File: src/rtl/redmule_pkg.sv
// Shared constants and types for the RedMulE TCDM datapath.
package redmule_pkg;

   localparam int unsigned DATA_W        = 256;
   localparam int unsigned ADDR_W        = 32;
   localparam int unsigned TCDM_NARROW_W = 32;
   localparam int unsigned TCDM_BYTE_OFF = 2;

   // One narrow response as it is buffered per port: opcode flag above data.
   typedef struct packed {
      logic                     opc;
      logic [TCDM_NARROW_W-1:0] data;
   } tcdm_rsp_t;

   // Byte address of narrow word idx inside a wide beat; wraps modulo 2^ADDR_W.
   function automatic logic [ADDR_W-1:0] narrow_addr(input logic [ADDR_W-1:0] base,
                                                     input int unsigned       idx);
      return base + (ADDR_W'(idx) << TCDM_BYTE_OFF);
   endfunction

endpackage

File: src/rtl/redmule_tcdm_rsp_fifo.sv
// Per-port first-word-fall-through response buffer. A push into an empty
// FIFO that is popped in the same cycle bypasses storage entirely, so the
// head output shows the incoming word whenever the FIFO is empty.
module redmule_tcdm_rsp_fifo
   import redmule_pkg::*;
#(
   parameter int unsigned Depth = 2
) (
   input  logic      clk_i,
   input  logic      rst_ni,
   input  logic      i_push,
   input  tcdm_rsp_t i_data,
   input  logic      i_pop,
   output tcdm_rsp_t o_data,
   output logic      o_empty
);

   localparam int unsigned PW = (Depth > 1) ? $clog2(Depth) : 1;
   localparam int unsigned CW = $clog2(Depth + 1);

   tcdm_rsp_t       r_mem [Depth];
   logic [PW-1:0]   r_wr_ptr;
   logic [PW-1:0]   r_rd_ptr;
   logic [CW-1:0]   r_cnt;

   logic            w_full;
   logic            w_bypass;
   logic            w_store;
   logic            w_take;

   // Pointer advance with wrap at Depth (Depth need not be a power of two).
   function automatic logic [PW-1:0] inc_ptr(input logic [PW-1:0] ptr);
      if (ptr == PW'(Depth - 1)) begin
         return '0;
      end else begin
         return ptr + PW'(1);
      end
   endfunction

   // Decide whether the incoming word is stored, passed through, or a stored word leaves.
   always_comb begin
      o_empty  = (r_cnt == CW'(0));
      w_full   = (r_cnt == CW'(Depth));
      w_bypass = i_push & i_pop & o_empty;
      w_store  = i_push & ~w_bypass & (~w_full | i_pop);
      w_take   = i_pop & ~o_empty;
      if (o_empty) begin
         o_data = i_data;
      end else begin
         o_data = r_mem[r_rd_ptr];
      end
   end

   // Storage array, pointers and occupancy.
   always_ff @(posedge clk_i or negedge rst_ni) begin
      if (!rst_ni) begin
         for (int k = 0; k < Depth; k++) begin
            r_mem[k] <= '0;
         end
         r_wr_ptr <= '0;
         r_rd_ptr <= '0;
         r_cnt    <= '0;
      end else begin
         if (w_store) begin
            r_mem[r_wr_ptr] <= i_data;
            r_wr_ptr        <= inc_ptr(r_wr_ptr);
         end
         if (w_take) begin
            r_rd_ptr <= inc_ptr(r_rd_ptr);
         end
         case ({w_store, w_take})
            2'b10:   r_cnt <= r_cnt + CW'(1);
            2'b01:   r_cnt <= r_cnt - CW'(1);
            default: r_cnt <= r_cnt;
         endcase
      end
   end

   redmule_tcdm_rsp_fifo_chk u_chk (
      .clk_i  (clk_i),
      .rst_ni (rst_ni),
      .i_push (i_push),
      .i_pop  (i_pop),
      .i_full (w_full)
   );

endmodule

// Protocol checks for the response FIFO: a response must never arrive
// while the port buffer is full and nothing is leaving.
module redmule_tcdm_rsp_fifo_chk (
   input logic clk_i,
   input logic rst_ni,
   input logic i_push,
   input logic i_pop,
   input logic i_full
);

   a_no_overflow: assert property (@(posedge clk_i) disable iff (!rst_ni)
      !(i_push && i_full && !i_pop));

endmodule

File: src/rtl/redmule_tcdm_splitter.sv
// Splits one wide TCDM master stream into MP independent 32-bit ports.
// Narrow grants are collected in a mask until every port has accepted the
// beat; narrow responses are realigned in per-port FIFOs and released as one
// wide response once every port has one. A credit counter bounds the number
// of wide transactions in flight so the FIFOs can never overflow.
module redmule_tcdm_splitter
   import redmule_pkg::*;
#(
   parameter  int unsigned DW    = DATA_W,
   parameter  int unsigned Depth = 2,
   localparam int unsigned MP    = DW / TCDM_NARROW_W
) (
   input  logic                                clk_i,
   input  logic                                rst_ni,
   // wide side
   input  logic                                wide_req_i,
   output logic                                wide_gnt_o,
   input  logic [ADDR_W-1:0]                   wide_add_i,
   input  logic                                wide_wen_i,
   input  logic [DW/8-1:0]                     wide_be_i,
   input  logic [DW-1:0]                       wide_data_i,
   output logic [DW-1:0]                       wide_r_data_o,
   output logic                                wide_r_valid_o,
   output logic                                wide_r_opc_o,
   // narrow request side
   output logic [MP-1:0]                       tcdm_req_o,
   input  logic [MP-1:0]                       tcdm_gnt_i,
   output logic [MP-1:0][ADDR_W-1:0]           tcdm_add_o,
   output logic [MP-1:0]                       tcdm_wen_o,
   output logic [MP-1:0][3:0]                  tcdm_be_o,
   output logic [MP-1:0][TCDM_NARROW_W-1:0]    tcdm_data_o,
   // narrow response side
   input  logic [MP-1:0][TCDM_NARROW_W-1:0]    tcdm_r_data_i,
   input  logic [MP-1:0]                       tcdm_r_valid_i,
   input  logic [MP-1:0]                       tcdm_r_opc_i
);

   localparam int unsigned       CW         = $clog2(Depth + 1);
   localparam logic [ADDR_W-1:0] ALIGN_MASK = ~ADDR_W'((DW / 8) - 1);

   logic [MP-1:0]   r_granted;
   logic [CW-1:0]   r_cnt;

   logic [ADDR_W-1:0] w_base;
   logic              w_active;
   logic [MP-1:0]     w_hit;
   logic [MP-1:0]     w_empty;
   logic [MP-1:0]     w_avail;
   tcdm_rsp_t         w_push_data [MP];
   tcdm_rsp_t         w_head      [MP];

   // Narrow payload: aligned address plus word offset, be/data slices, replicated wen.
   always_comb begin
      w_base = wide_add_i & ALIGN_MASK;
      for (int i = 0; i < MP; i++) begin
         tcdm_add_o[i]  = narrow_addr(w_base, i);
         tcdm_be_o[i]   = wide_be_i[4*i +: 4];
         tcdm_data_o[i] = wide_data_i[TCDM_NARROW_W*i +: TCDM_NARROW_W];
         tcdm_wen_o[i]  = wide_wen_i;
      end
   end

   // Request/grant path: a transaction starts only with credit, but once any
   // port has been granted it keeps requesting until every port has accepted.
   always_comb begin
      w_active   = (r_cnt < CW'(Depth)) | (|r_granted);
      tcdm_req_o = {MP{w_active & wide_req_i & rst_ni}} & ~r_granted;
      w_hit      = r_granted | (tcdm_req_o & tcdm_gnt_i);
      wide_gnt_o = &w_hit;
   end

   // Response path: a port is ready when it has a buffered word or one arriving now.
   always_comb begin
      w_avail        = ~w_empty | tcdm_r_valid_i;
      wide_r_valid_o = rst_ni & (&w_avail);
      wide_r_opc_o   = 1'b0;
      for (int i = 0; i < MP; i++) begin
         w_push_data[i].data = tcdm_r_data_i[i];
         w_push_data[i].opc  = tcdm_r_opc_i[i];
         wide_r_data_o[TCDM_NARROW_W*i +: TCDM_NARROW_W] = w_head[i].data;
         wide_r_opc_o = wide_r_opc_o | w_head[i].opc;
      end
   end

   for (genvar g = 0; g < MP; g++) begin : gen_rsp_fifo
      redmule_tcdm_rsp_fifo #(
         .Depth (Depth)
      ) u_fifo (
         .clk_i   (clk_i),
         .rst_ni  (rst_ni),
         .i_push  (tcdm_r_valid_i[g]),
         .i_data  (w_push_data[g]),
         .i_pop   (wide_r_valid_o),
         .o_data  (w_head[g]),
         .o_empty (w_empty[g])
      );
   end

   // Grant mask: remember partial grants, clear once the whole beat is accepted.
   always_ff @(posedge clk_i or negedge rst_ni) begin
      if (!rst_ni) begin
         r_granted <= '0;
      end else if (wide_gnt_o) begin
         r_granted <= '0;
      end else begin
         r_granted <= w_hit;
      end
   end

   // Outstanding wide transactions; a response frees credit only from the next cycle.
   always_ff @(posedge clk_i or negedge rst_ni) begin
      if (!rst_ni) begin
         r_cnt <= '0;
      end else begin
         case ({wide_gnt_o, wide_r_valid_o})
            2'b10:   r_cnt <= r_cnt + CW'(1);
            2'b01:   r_cnt <= r_cnt - CW'(1);
            default: r_cnt <= r_cnt;
         endcase
      end
   end

endmodule

File: config.mk
export PLATFORM = sky130hd
export DESIGN_NAME = redmule_tcdm_splitter
export DESIGN_NICKNAME = d
export VERILOG_FILES = /design/src/rtl/redmule_pkg.sv /design/src/rtl/redmule_tcdm_rsp_fifo.sv /design/src/rtl/redmule_tcdm_splitter.sv
export SDC_FILE = /design/constraint.sdc
export NUM_CORES = 1
export LEC_CHECK = 0
export CAP_MARGIN = 40
export CORE_AREA = 2 2 560 562
export DETAILED_ROUTE_END_ITERATION = 8
export DIE_AREA = 0 0 562 564
export GPL_TIMING_DRIVEN = 0
export PLACE_DENSITY = 0.3
export SLEW_MARGIN = 0
export SYNTH_ARGS = -nofsm -noshare
export SYNTH_HDL_FRONTEND = slang
export SYNTH_SLANG_ARGS = --single-unit
export TNS_END_PERCENT = 5
File: constraint.sdc
create_clock -name clk_i -period 3.7 [get_ports clk_i]
set_input_delay 0.555 -clock clk_i [delete_from_list [all_inputs] [get_ports clk_i]]
set_output_delay 0.555 -clock clk_i [all_outputs]
set_load 0.02 [all_outputs]
==> impl_metrics.py <==
metrics = {
    "run_status": {
        "status": "complete, no violations",
    },
    "route": {
        "drc": 0,
        "drt-initial-drc-count": 988,
        "first_pass_iters": 5,
        "postRouteAntennaNets": 0,
        "routedWlPerCell_um": 19.5,
        "avgViaCountPerCell": 3.08,
        "wirelength_mm": 162,
        "vias": 25600,
    },
    "sta": {
        "worst_slew_pin_slew_ns": 0.806,
        "finalClockSkew_ns": 0.0318,
        "final_max_slew_viol_count": 0,
        "fin_crit_ns": 3.52,
        "period_share_pct": 95.3,
        "holdWs_ns": 0.194,
        "setup_slack_ns": 0.175,
        "finalHoldViolCount": 0,
        "setup_violations": 0,
        "slew_headroom_pct": 46.2,
        "rsz0062_at_grt": "yes",
        "timing.fmax_ghz": 0.284,
    },
    "power": {
        "internal_power_uw": 28900,
        "power_density_nw_per_um2": 941,
        "pwr-share-clk_pct": 16.6,
        "power_frac_comb_pct": 60.7,
        "switching_power_uw": 21500,
        "p_sw_share_pct": 42.6,
        "leakage_uw": 0.0227,
        "peakVddDrop_v": 0.000377,
        "p_seq_share_pct": 22.7,
    },
    "clock_tree": {
        "clock_path_buffers": 3,
        "cts_tree": "done",
        "cts_root_buf": "clkbuf_16",
        "numClockSinks": 570,
        "clk_pin_slew_ns": 0.06,
        "cts_max_level": 3,
        "clock_latency_ns": 0.70,
        "numCtsBuffers": 84,
    },
    "setup_path": {
        "cpPeakStageDelay_ns": 0.68,
        "crit_type": "flop to primary output",
        "startpoint_type": "flop",
        "critPathSlowestCell": "clkdlybuf4s50_1",
        "end_kind": "primary output",
        "crit_arrival_ns": 2.97,
        "cp_max_fo": 10,
        "required_ns": 3.14,
        "worstPathCellList": "buf_2 -> nor2_4 -> clkbuf_2 -> clkbuf_4 -> nand2_1 -> o21ai_0 -> clkdlybuf4s50_1",
    },
    "logic_synthesis": {
        "synthXorXnorAreaFrac_pct": 1.12,
        "synthFlopType": "dfrtp_1",
        "ys_ff_latch": 570,
        "synth_edf_count": 0,
        "yosysMostFrequentCell": "dfrtp_1",
        "synth.area.top_cells": "dfrtp_1 (42%), mux2_4 (13%), buf_4 (13%), mux2i_1 (7.8%), mux2_2 (5.4%)",
        "syn_area_um2": 33700,
        "synth_top_area_share_pct": 42.3,
        "synthCells": 2889,
        "synth_top_family_by_area": "multiplexers",
        "syn_area_per_cell_um2": 11.7,
        "ys_seq_area_share_pct": 42.3,
        "yosysTopAreaCell": "dfrtp_1",
        "synth_compound_gate_area_share_pct": 5.32,
        "muxShareOfSynthArea_pct": 28.8,
        "ys_async_sr_fraction_pct": 100,
        "synth-adder-area-share_pct": 0.334,
        "yosysWarningCount": 0,
        "synth.top_cells.by_count": "dfrtp_1 (570), buf_4 (565), mux2_4 (300), o21ai_0 (267), mux2i_1 (264)",
        "synth-simple-area-share_pct": 5.91,
        "yosysUniqueCellTypes": 49,
    },
    "grt": {
        "grt_pass1_wl_mm": 221,
        "grt.total_usage_pct": 9.82,
        "grt_max_degree": 97,
        "grt_antenna_before_repair": 75,
        "gr-total-overflow": 0,
        "grt_pass1_vias": 26300,
    },
    "placement": {
        "place_hpwl_mm": 127,
        "dpl.cell_count": 8158,
        "gp_congestion": 0.809,
        "place_area_um2": 50100,
        "io_buffers": 1053,
        "place_ws_ns": -2.15,
    },
    "finish": {
        "final_nets": 4726,
        "final_cell_area_um2": 53500,
        "drive_above_1_share_pct": 33.6,
        "postLayoutCoreUtil_pct": 17.2,
        "area_growth_pct": 58.6,
        "layout.cells.non_filler": 8332,
    },
    "job": {
        "maxCapViolations": 0,
    },
    "die": {
        "start_util_pct": 10.9,
        "ioPinCount": 1423,
        "die_area_um2": 317000,
        "fp.coreArea_um2": 311000,
        "die_height_um": 564,
        "num_rows": 205,
        "die_x_um": 562,
    },
    "worst_hold_path": {
        "hold_path.class": "primary input to asynchronous set/reset pin",
    },
}
-- critical path: cells and delay by family (launching register included) --
kind	cells	cell delay, ns
AO/OA/AOI/OAI	1	0.14
flip-flops	1	0.35
AND/OR/NAND/NOR	2	0.32
buffers and inverters	4	1.44
-- state kept, by name, indices dropped and copies added, names as in the netlist --
signal,cells
r_granted,8
gen_rsp_fifo.u_fifo.r_wr_ptr,8
r_cnt,2
gen_rsp_fifo.u_fifo.r_mem,528
gen_rsp_fifo.u_fifo.r_cnt,16
gen_rsp_fifo.u_fifo.r_rd_ptr,8
-- layer usage --
metal	part of all wire (%)	global-route usage [%]	vias to the layer above	routed length, µm
met5	0.17	0	-	269
met4	1.9	1.82	42	3030
met3	8.8	3.83	242	14200
met2	42	14.4	949	68400
met1	47	13.5	12500	76200
li1	-	-	11900	-
-- cell families (layout without fill, tap and decap cells) --
family / count (synthesis) / count (layout)
fa+ha+maj: 9 / 9
mux: 792 / 792
other cells: 2 / 51
compound gates: 327 / 327
simple gates: 410 / 410
xor+xnor: 43 / 43
buf+inv: 736 / 1990
flops: 570 / 570
-- cells in the final DEF (no fill, tap or decap), types with 24 or more instances in the layout --
cell	Yosys	routed
clkbuf_1	83	35
mux2_2	161	161
clkdlybuf4s50_1	0	932
nor2_1	50	43
clkbuf_8	0	24
clkbuf_16	0	85
mux2i_1	264	262
buf_12	30	32
dfrtp_1	570	563
clkbuf_2	3	33
nand3_1	26	26
conb_1	2	40
buf_4	565	578
mux2_1	67	67
dlymetal6s2s_1	0	29
mux2_4	300	300
o21ai_0	267	262
nand2_1	256	256
dlygate4sd2_1	0	81
xnor2_1	26	26
-- layout make-up --
type                       instances  area [µm²]
antenna                           11        27.5
clock inverter                    34         348
clock buffer                     120        2470
inverter                          13        61.3
multi-input combinational       1621       14300
fill                           34400      257000
buffer                           711        5530
tap                             4140        5180
sequential                       570       14300
timing repair buffer            1112       11400
-- power groups by stage --
stage / Clock, µW / Combinational (µW) / Sequential (µW)
6_report: 8340 / 30600 / 11400
5_1_grt: 9030 / 33000 / 11900
2_1_floorplan: 0 / 18600 / 10800
4_1_cts: 8840 / 31500 / 11500
3_5_place_dp: 0 / 31800 / 11300
3_3_place_gp: 0 / 31400 / 11400
-- final timing paths --
check / startpoint / end / slack [ns] / cells past startpoint
worst max register to register: gen_rsp_fifo[5].u_fifo.r_cnt[1]$_DFFE_PN0P_ / gen_rsp_fifo[5].u_fifo.r_mem[12]$_DFFE_PN0P_ / 0.45 / 8
min in group clk_i: tcdm_r_valid_i[1] / gen_rsp_fifo[1].u_fifo.r_wr_ptr$_DFFE_PN0N_ / 0.22 / 2
worst max-delay path: gen_rsp_fifo[1].u_fifo.r_cnt[1]$_DFFE_PN0P_ / wide_r_data_o[55] / 0.18 / 7
max in group asynchronous: rst_ni / gen_rsp_fifo[7].u_fifo.r_mem[41]$_DFFE_PN0P_ / 1.34 / 5
worst min-delay path: rst_ni / gen_rsp_fifo[2].u_fifo.r_cnt[0]$_DFFE_PN0P_ / 0.19 / 4
worst min register to register: r_cnt[1]$_DFFE_PN0P_ / r_cnt[1]$_DFFE_PN0P_ / 0.48 / 1
-- through the flow --
step | setup TNS [ns] | power, µW
3_5_place_dp | -700.12 | 43100
3_3_place_gp | - | 42800
2_1_floorplan | 0 | 29400
6_report | 0 | 50400
5_1_grt | -0.0608 | 54000
4_1_cts | -0.347 | 51800
-- what timing repair did --
item / in CTS / in global routing
setup endpoints to repair: 824 / 67
pin swaps: 6 / 2
hold buffers: 8 / 0
endpoints found under the hold margin: 62 / 0
gates cloned: 4 / 0
resized for setup: 247 / 41
buffers inserted: 5 / 2
Note: power is estimated with default switching activity, not from simulation.
